<file path="src/rtl/al_pkg.sv">
// rtl/al_pkg.sv - state encoding and default parameters for auto_load_seq (ST_CHK only with AL_CHKSUM_EN)
package al_pkg;

    localparam int          NWORDS_DEF    = 16;
    localparam logic [11:0] BASE_ADDR_DEF = 12'h000;
    localparam int          RD_TMO_DEF    = 255;

    typedef enum logic [2:0] {
        ST_IDLE  = 3'd0,
        ST_REQ   = 3'd1,
        ST_WAIT  = 3'd2,
        ST_WRITE = 3'd3,
`ifdef AL_CHKSUM_EN
        ST_CHK   = 3'd4,
`endif
        ST_DONE  = 3'd5
    } al_state_t;

endpackage

</file>
<file path="src/rtl/al_rd_timer.sv">
// rtl/al_rd_timer.sv - per-word read timeout counter, saturating at 255
module al_rd_timer
    import al_pkg::*;
#(
    parameter int RD_TMO = RD_TMO_DEF
) (
    input  logic CLK,
    input  logic RST,
    input  logic clr,
    input  logic en,
    output logic expired
);

    localparam logic [7:0] TMO_LAST = 8'(RD_TMO - 1);

    logic [7:0] cnt;

    always_ff @(posedge CLK) begin
        if (RST || clr) begin
            cnt <= '0;
        end else if (en && cnt != 8'hFF) begin
            cnt <= cnt + 8'd1;
        end
    end

    // cnt lags the wait-cycle count by one, so this fires on the RD_TMO-th wait cycle
    assign expired = (cnt >= TMO_LAST);

endmodule

</file>
<file path="src/rtl/auto_load_seq.sv">
// rtl/auto_load_seq.sv - power-on parameter auto-load sequencer (optional checksum word: AL_CHKSUM_EN)
module auto_load_seq
    import al_pkg::*;
#(
    parameter int          NWORDS    = NWORDS_DEF,
    parameter logic [11:0] BASE_ADDR = BASE_ADDR_DEF,
    parameter int          RD_TMO    = RD_TMO_DEF
) (
    input  logic        CLK,
    input  logic        RST,
    input  logic        AL_START,
    output logic        AL_DONE,
    output logic        AL_ERR,
    output logic        RD_EN,
    output logic [11:0] RD_ADDR,
    input  logic [15:0] RD_DATA,
    input  logic        RD_VLD,
    output logic        REG_WE,
    output logic [5:0]  REG_ADDR,
    output logic [15:0] REG_DATA,
    output logic [2:0]  AL_STATE
);

    localparam logic [6:0] LAST_IDX = 7'(NWORDS);

    al_state_t   state;
    logic [6:0]  idx;
    logic [15:0] word_q;
    logic        prev_start;
    logic        start_rise;
    logic        busy;
    logic        vld_ok;
    logic        tmr_clr;
    logic        tmr_en;
    logic        tmr_exp;
`ifdef AL_CHKSUM_EN
    logic [15:0] sum_q;
    logic        chk_issued;
`endif

    assign start_rise = AL_START && !prev_start;
    // data can never be valid in the strobe cycle itself
    assign vld_ok     = RD_VLD && !RD_EN;
    assign AL_STATE   = state;

`ifdef AL_CHKSUM_EN
    assign tmr_clr = (state == ST_REQ) || (state == ST_CHK && !chk_issued);
    assign tmr_en  = (state == ST_WAIT) || (state == ST_CHK && chk_issued);
    assign busy    = (state == ST_REQ) || (state == ST_WAIT) || (state == ST_WRITE) || (state == ST_CHK);
`else
    assign tmr_clr = (state == ST_REQ);
    assign tmr_en  = (state == ST_WAIT);
    assign busy    = (state == ST_REQ) || (state == ST_WAIT) || (state == ST_WRITE);
`endif

    al_rd_timer #(
        .RD_TMO (RD_TMO)
    ) u_rd_timer (
        .CLK     (CLK),
        .RST     (RST),
        .clr     (tmr_clr),
        .en      (tmr_en),
        .expired (tmr_exp)
    );

    always_ff @(posedge CLK) begin
        if (RST) begin
            state      <= ST_IDLE;
            AL_DONE    <= 1'b1;
            AL_ERR     <= 1'b0;
            RD_EN      <= 1'b0;
            RD_ADDR    <= '0;
            REG_WE     <= 1'b0;
            REG_ADDR   <= '0;
            REG_DATA   <= '0;
            idx        <= '0;
            word_q     <= '0;
            prev_start <= 1'b0;
`ifdef AL_CHKSUM_EN
            sum_q      <= '0;
            chk_issued <= 1'b0;
`endif
        end else begin
            prev_start <= AL_START;
            RD_EN      <= 1'b0;
            REG_WE     <= 1'b0;
            if (busy && !AL_START) begin
                AL_ERR  <= 1'b1;
                AL_DONE <= 1'b1;
                state   <= ST_DONE;
            end else begin
                case (state)
                    ST_IDLE, ST_DONE: begin
                        AL_DONE <= 1'b1;
                        if (start_rise) begin
                            AL_DONE <= 1'b0;
                            AL_ERR  <= 1'b0;
                            idx     <= '0;
                            state   <= ST_REQ;
`ifdef AL_CHKSUM_EN
                            sum_q      <= '0;
                            chk_issued <= 1'b0;
`endif
                        end
                    end
                    ST_REQ: begin
                        RD_EN   <= 1'b1;
                        RD_ADDR <= BASE_ADDR + {5'd0, idx};
                        state   <= ST_WAIT;
                    end
                    ST_WAIT: begin
                        if (vld_ok) begin
                            word_q <= RD_DATA;
`ifdef AL_CHKSUM_EN
                            sum_q  <= sum_q + RD_DATA;
`endif
                            state  <= ST_WRITE;
                        end else if (tmr_exp) begin
                            AL_ERR  <= 1'b1;
                            AL_DONE <= 1'b1;
                            state   <= ST_DONE;
                        end
                    end
                    ST_WRITE: begin
                        REG_WE   <= 1'b1;
                        REG_ADDR <= idx[5:0];
                        REG_DATA <= word_q;
                        idx      <= idx + 7'd1;
                        if (idx + 7'd1 < LAST_IDX) begin
                            state <= ST_REQ;
                        end else begin
`ifdef AL_CHKSUM_EN
                            state <= ST_CHK;
`else
                            state <= ST_DONE;
`endif
                        end
                    end
`ifdef AL_CHKSUM_EN
                    ST_CHK: begin
                        // first cycle issues the checksum read, then waits like ST_WAIT
                        if (!chk_issued) begin
                            RD_EN      <= 1'b1;
                            RD_ADDR    <= BASE_ADDR + 12'(NWORDS);
                            chk_issued <= 1'b1;
                        end else if (vld_ok) begin
                            if (RD_DATA != sum_q) begin
                                AL_ERR <= 1'b1;
                            end
                            state <= ST_DONE;
                        end else if (tmr_exp) begin
                            AL_ERR  <= 1'b1;
                            AL_DONE <= 1'b1;
                            state   <= ST_DONE;
                        end
                    end
`endif
                    default: state <= ST_IDLE;
                endcase
            end
        end
    end

endmodule

</file>
<file path="config.mk">
export PLATFORM = sky130hd
export DESIGN_NAME = auto_load_seq
export DESIGN_NICKNAME = d
export VERILOG_FILES = /design/src/rtl/al_pkg.sv /design/src/rtl/al_rd_timer.sv /design/src/rtl/auto_load_seq.sv
export SDC_FILE = /design/constraint.sdc
export NUM_CORES = 1
export LEC_CHECK = 0
export BUFFER_PORTS_ARGS = -buffer_cell sky130_fd_sc_hd__buf_2
export CORE_ASPECT_RATIO = 0.75
export CORE_MARGIN = 8
export CORE_UTILIZATION = 44
export CTS_BUF_LIST = sky130_fd_sc_hd__clkbuf_2
export DETAILED_ROUTE_END_ITERATION = 10
export PLACE_DENSITY = 0.69
export SYNTH_ARGS = -nofsm -noshare
export SYNTH_HDL_FRONTEND = slang
export SYNTH_SLANG_ARGS = --single-unit
</file>
<file path="constraint.sdc">
create_clock -name CLK -period 1.4 [get_ports CLK]
set_input_delay 0.28 -clock CLK [delete_from_list [all_inputs] [get_ports CLK]]
set_output_delay 0.28 -clock CLK [all_outputs]
set_load 0.02 [all_outputs]
</file>
# Yosys cells after proc, flatten, opt, wreduce, memory -nomap -nowiden
# Index checks and enable logic that the tools add are counted.
op_classes:
  eq_ne: 13
  bitwise: 1
  n_lt_le_gt_ge: 2
  n_mux: 17
  n_reduce_logical: 24
  addsub: 2
ops:
  columns: ["op", "count"]
  rows:
  - ["3-bit 2-to-1 mux", 5]
  - ["7-bit case mux with 2 select lines", 1]
  - ["3-bit inequality test, second input constant", 4]
  - ["3-bit case mux with 4 select lines", 1]
  - ["3-bit AND reduction", 3]
  - ["8-bit by 1-bit adder with 8-bit output, second input constant", 1]
  - ["8-bit >= comparator, second input constant", 1]
  - ["8-bit inequality test, second input constant", 1]
  - ["2-bit AND reduction", 4]
  - ["7-bit by 1-bit adder with 7-bit output, second input constant", 1]
  - ["7-bit by 5-bit < comparator with 1-bit output, second input constant", 1]
  - ["1-bit 2-to-1 mux", 7]
  - ["7-bit 2-to-1 mux", 1]
  - ["3-bit by 2-bit equality test with 1-bit output, second input constant", 2]
  - ["2-bit inequality test, second input constant", 3]
  - ["1-bit logical AND", 4]
  - ["4-bit inequality test, second input constant", 1]
  - ["1-bit case mux with 2 select lines", 2]
  - ["4-bit AND reduction", 1]
  - ["2-bit nonzero test", 2]
  - ["2-bit OR reduction", 2]
  - ["3-bit by 1-bit equality test with 1-bit output, second input constant", 1]
  - ["3-bit equality test, second input constant", 1]
  - ["1-bit zero test", 3]
  - ["other kinds (4)", 6]
totals:
  out_inout_bits: 41
  inputBits: 20
  wordCells: 72
  ff_bits: 68

# Longest topological paths before layout
depth:
  word_depth: 6
  ltp_mapped: 8
  depth_no_buf: 7

# Modules after synthesis
# Synthesis repeated with hierarchy kept, for this count alone.
unflattened:
  cells_unflattened: 353
  hier_area_um2: 2930.3
by_module_without_submodules:
  columns: ["module", "cells_each", "seq_area_each_um2", "area_each_um2", "n_inst"]
  rows:
  - ["auto_load_seq", 305, 1201.2, 2488.6, 1]
  - ["al_rd_timer", 48, 160.2, 441.7, 1]

# Worst setup path after synthesis
# Ideal clock, no wire load.
synth_timing:
  path_kind: "reg2reg"
  start: "register state[2] (netlist: AL_STATE[2])"
  end: "register idx[4]"
  synth_period_minus_slack_ns: 1.720
  slack_ns: -0.320
  setup_time_ns: 0.115
  arrival_time_ns: 1.606
  path_stages_with_launch: 7
  path_buffers: 1
  cell_sequence: "dfxtp_1 -> buf_4 -> or3b_1 -> a21o_1 -> a21oi_4 -> a21boi_1 -> o21ba_1"
synth_between:
  elab_chain_len: 6
synth_rtl:
  columns: ["element", "line_no", "rtl"]
  rows:
  - ["start: declaration", "auto_load_seq.sv:26", "al_state_t state;"]
  - ["start signal: assignment", "auto_load_seq.sv:68", "state <= ST_IDLE;"]
  - ["start signal: assignment", "auto_load_seq.sv:90", "state <= ST_DONE;"]
  - ["start signal: assignment", "auto_load_seq.sv:99", "state <= ST_REQ;"]
  - ["branches (longest 6 deep; another with 3-bit equality test)", null, null]
  - ["end signal: assignment", "auto_load_seq.sv:128", "idx <= idx + 7'd1;"]
  - ["end: declaration", "auto_load_seq.sv:27", "logic [6:0] idx;"]
# Several ways; the timed one is not identified.
# A chain may end at the register's enable or synchronous reset.

# Worst setup path in the final report
layout_timing:
  start: "register state[1] (netlist: AL_STATE[1])"
  end: "register state[0] (netlist: AL_STATE[0])"
layout_between:
  elab_chain_len: 6
layout_rtl:
  columns: ["element", "line_no", "rtl"]
  rows:
  - ["3-bit by 1-bit equality test with 1-bit output / 3-bit by 2-bit equality test with 1-bit output (equally long branches)", "auto_load_seq.sv:53, auto_load_seq.sv:92", null]
  - ["1-bit logical OR (2 in a row)", "auto_load_seq.sv:53", "assign busy = (state == ST_REQ) || (state == ST_WAIT) || (state == ST_WRITE);"]
  - ["1-bit logical AND", "auto_load_seq.sv:87", "if (busy && !AL_START) begin"]
  - ["4-bit inequality test (no source line) / 3-bit inequality test (equally long branches)", null, null]
  - ["2-bit AND reduction (no source line)", null, null]
# Parallel ways exist; a longest one is shown, timed or not.

==> out/metrics.cfg <==
[drt]
via_per_inst=5.613
wl_per_cell_um=17.90
ant_nets=0
drt_iter0_drc=276
drtPass1Iterations=6
wl_um=10460
drc=0
vias=3278

[die]
core_mm2=0.006319
die_w_um=109.4
rows=25
die_h_um=86.04
dieArea_mm2=0.009411
start_util_pct=45.54
ios=61

[yosys]
synth_top_area_cell=dfxtp_1
yosys_register_bits=68
syn_avg_cell_area_um2=7.972
ys_async_sr_fraction_pct=0
synth_cell_type_count=46
yosysWarnings=0
synth_area_leaders=dfxtp_1 47%, nand2_1 14%, a21oi_1 9.0%
ys_seq_area_share_pct=47.30
synthFlopType=dfxtp_1
syn_inst=361
netlist.area_leader.share_pct=47.30
synth_area_mm2=0.002878
synth_edf_count=0

[cells_and_area]
multiInputGateArea_mm2=0.001698
layout_commonest_cell=nand2_1
final_core_util_pct=73.25
stdcell_count=584
diodes=0
syn2layout_area_growth_pct=60.83
seq_area_mm2=0.001421
nets=521
final_cell_mix=96 x nand2_1, 63 x buf_4, 36 x dfxtp_2, 34 x a21oi_1, 34 x buf_2
drive_above_1_share_pct=50.10
fillCellCount=421

[placed_design]
globalplace.congestion=0.8764
hpwlAfterDp_um=5455
io_buffers=55
placed_cells=525

[setup_path]
crit_arrival_ps=2140
critPathRequiredTime_ps=1870
critical_path_class=reg2reg
reg2reg_from=AL_STATE[1]$_SDFFE_PP0P_
cp-start-kind=flip-flop
rrSetupSlack_ps=-270
cp-end-kind=flip-flop
rr_worst_depth=6
r2r_end=AL_STATE[0]$_SDFFE_PP0P_
critPathMaxFanout=5

[sta]
fin_skew_ps=27.29
finalSetupViolCount=52
max_freq_mhz=597.8
min_period_ps=1673
fin_crit_sh_pct=119.5
hold_viol=0
slew_viol_final=0
rsz0062_at_grt=yes
finalWorstSetupSlack_ps=-272.7

[run_status]
violations=negative setup slack
status=complete, but fails checks

[worst_hold_path]
hold_start=RST
min_to=RD_ADDR[1]$_SDFFE_PP0P_
min-delay-path-class=in2reg
hold_path_depth=3

[clocking]
cts_tree=built
htree_levels=3
clk_path_buf_depth=2
cts.sinks=68
cts_buffers=9
clock_latency_ps=550
clk_pin_slew_worst_paths_ps=210
root_buffer=clkbuf_2

[power_and_ir_drop]
ir_worst_vdd_v=0.0005548
p_leak_nw=1.834
p_per_area_mw_per_mm2=816.5

[global_routing]
grt_max_degree=28
grt-ovfl-total=0
grt_pass1_wl_um=13440
grt_antenna_before_repair=0
grt_use_total_pct=18.10
grt_pass1_vias=2799

[run]
max_cap_viol_count=0

metrics by stage:
stage	total power [mW]	instance area, µm²	setup TNS [ps]	hold slack, ps	worst slack [ps]
after global placement	2.493	3581	-772.4	436.4	-94.28
after detailed placement	2.502	3581	-2320	445.1	-216.7
after floorplan	2.322	2930	-1905	416.0	-197.0
after CTS	3.644	4074	-1548	103.3	-196.4
after global routing	3.924	4628	-6370	119.6	-310.6
final	3.779	4628	-4115	128.0	-272.7
worst max path at each step:
| stage | startpoint | endpoint | depth (start not counted) |
|---|---|---|---|
| after global placement | AL_STATE[1]$_SDFFE_PP0P_ | AL_STATE[0]$_SDFFE_PP0P_ | 6 |
| after global routing | AL_STATE[1]$_SDFFE_PP0P_ | AL_STATE[0]$_SDFFE_PP0P_ | 6 |
| final | AL_STATE[1]$_SDFFE_PP0P_ | AL_STATE[0]$_SDFFE_PP0P_ | 6 |
| after detailed placement | AL_STATE[1]$_SDFFE_PP0P_ | AL_STATE[0]$_SDFFE_PP0P_ | 6 |
| after CTS | AL_STATE[2]$_SDFFE_PP0P_ | AL_STATE[2] | 3 |
| after floorplan | AL_STATE[2]$_SDFFE_PP0P_ | idx[6]$_SDFFE_PP0P_ | 6 |
synthesized netlist by cell type (3+ instances only):
cell / number
inv_1: 5
nand3_1: 7
a21oi_1: 52
and3_1: 3
o31ai_1: 4
buf_2: 6
ha_1: 3
o21ai_0: 5
nor3_1: 6
nand2_1: 106
buf_4: 7
xor2_1: 5
a211oi_1: 4
nor2_1: 24
dfxtp_1: 68
xnor2_1: 7
clkbuf_1: 13
timing repair:
item | 4_1_cts | 5_1_grt
endpoints found under the setup margin | 43 | 94
hold endpoints to repair | 16 | 0
hold buffers | 16 | 0
buffers inserted | 13 | 9
cloned | 0 | 5
pin swaps | 12 | 21
resized for setup | 48 | 113
routing by layer:
layer | wire length (µm) | vias up | global-route usage (%)
li1 | - | 1471 | -
met1 | 4349 | 1547 | 23.67
met2 | 4713 | 205 | 27.16
met3 | 965 | 55 | 5.318
met4 | 427 | 0 | 7.090
met5 | 0 | - | 0
cell type report:
| cell class | count | share of cell area (%) |
|---|---|---|
| clock buffers | 9 | 0.9732 |
| clock inverters | 7 | 1.081 |
| inverters | 6 | 0.4866 |
| multi-input cells | 264 | 36.69 |
| flip-flops and latches | 68 | 30.71 |
| well taps | 81 | 2.190 |
| repair buffers | 149 | 27.87 |
power breakdown:
group          internal, mW  switching, mW  total (mW)  leakage, nW
clock network         0.239          0.791        1.03       0.0529
logic                 0.365          0.388       0.752         1.21
registers              1.97         0.0282        2.00        0.569
logic make-up after synthesis:
logic type,Yosys count,synth area share (%)
flip-flops,68,47.30
adder cells (fa/ha/maj),3,1.304
XOR/XNOR,12,3.652
AND/OR/NAND/NOR,161,24.17
AO/OA/AOI/OAI,81,17.22
buffers and inverters,33,5.522
other,1,0.1303
multiplexers,2,0.6957
registers in the layout, summed over array words and instances, names as in the netlist:
name / flops
RD_EN: 1
word_q: 16
RD_ADDR: 7
AL_DONE: 1
REG_WE: 1
AL_STATE: 3
idx: 7
u_rd_timer.cnt: 8
REG_DATA: 16
AL_ERR: 1
REG_ADDR: 6
prev_start: 1
critical path, stage by stage, from the launching register on:
cell	delay, ps
dfxtp_4	410
buf_6	140
nand2b_4	120
nor3_1	100
a222oi_1	480
o21ai_1	160
a21oi_2	190
Power figures use the tool's default switching activity.
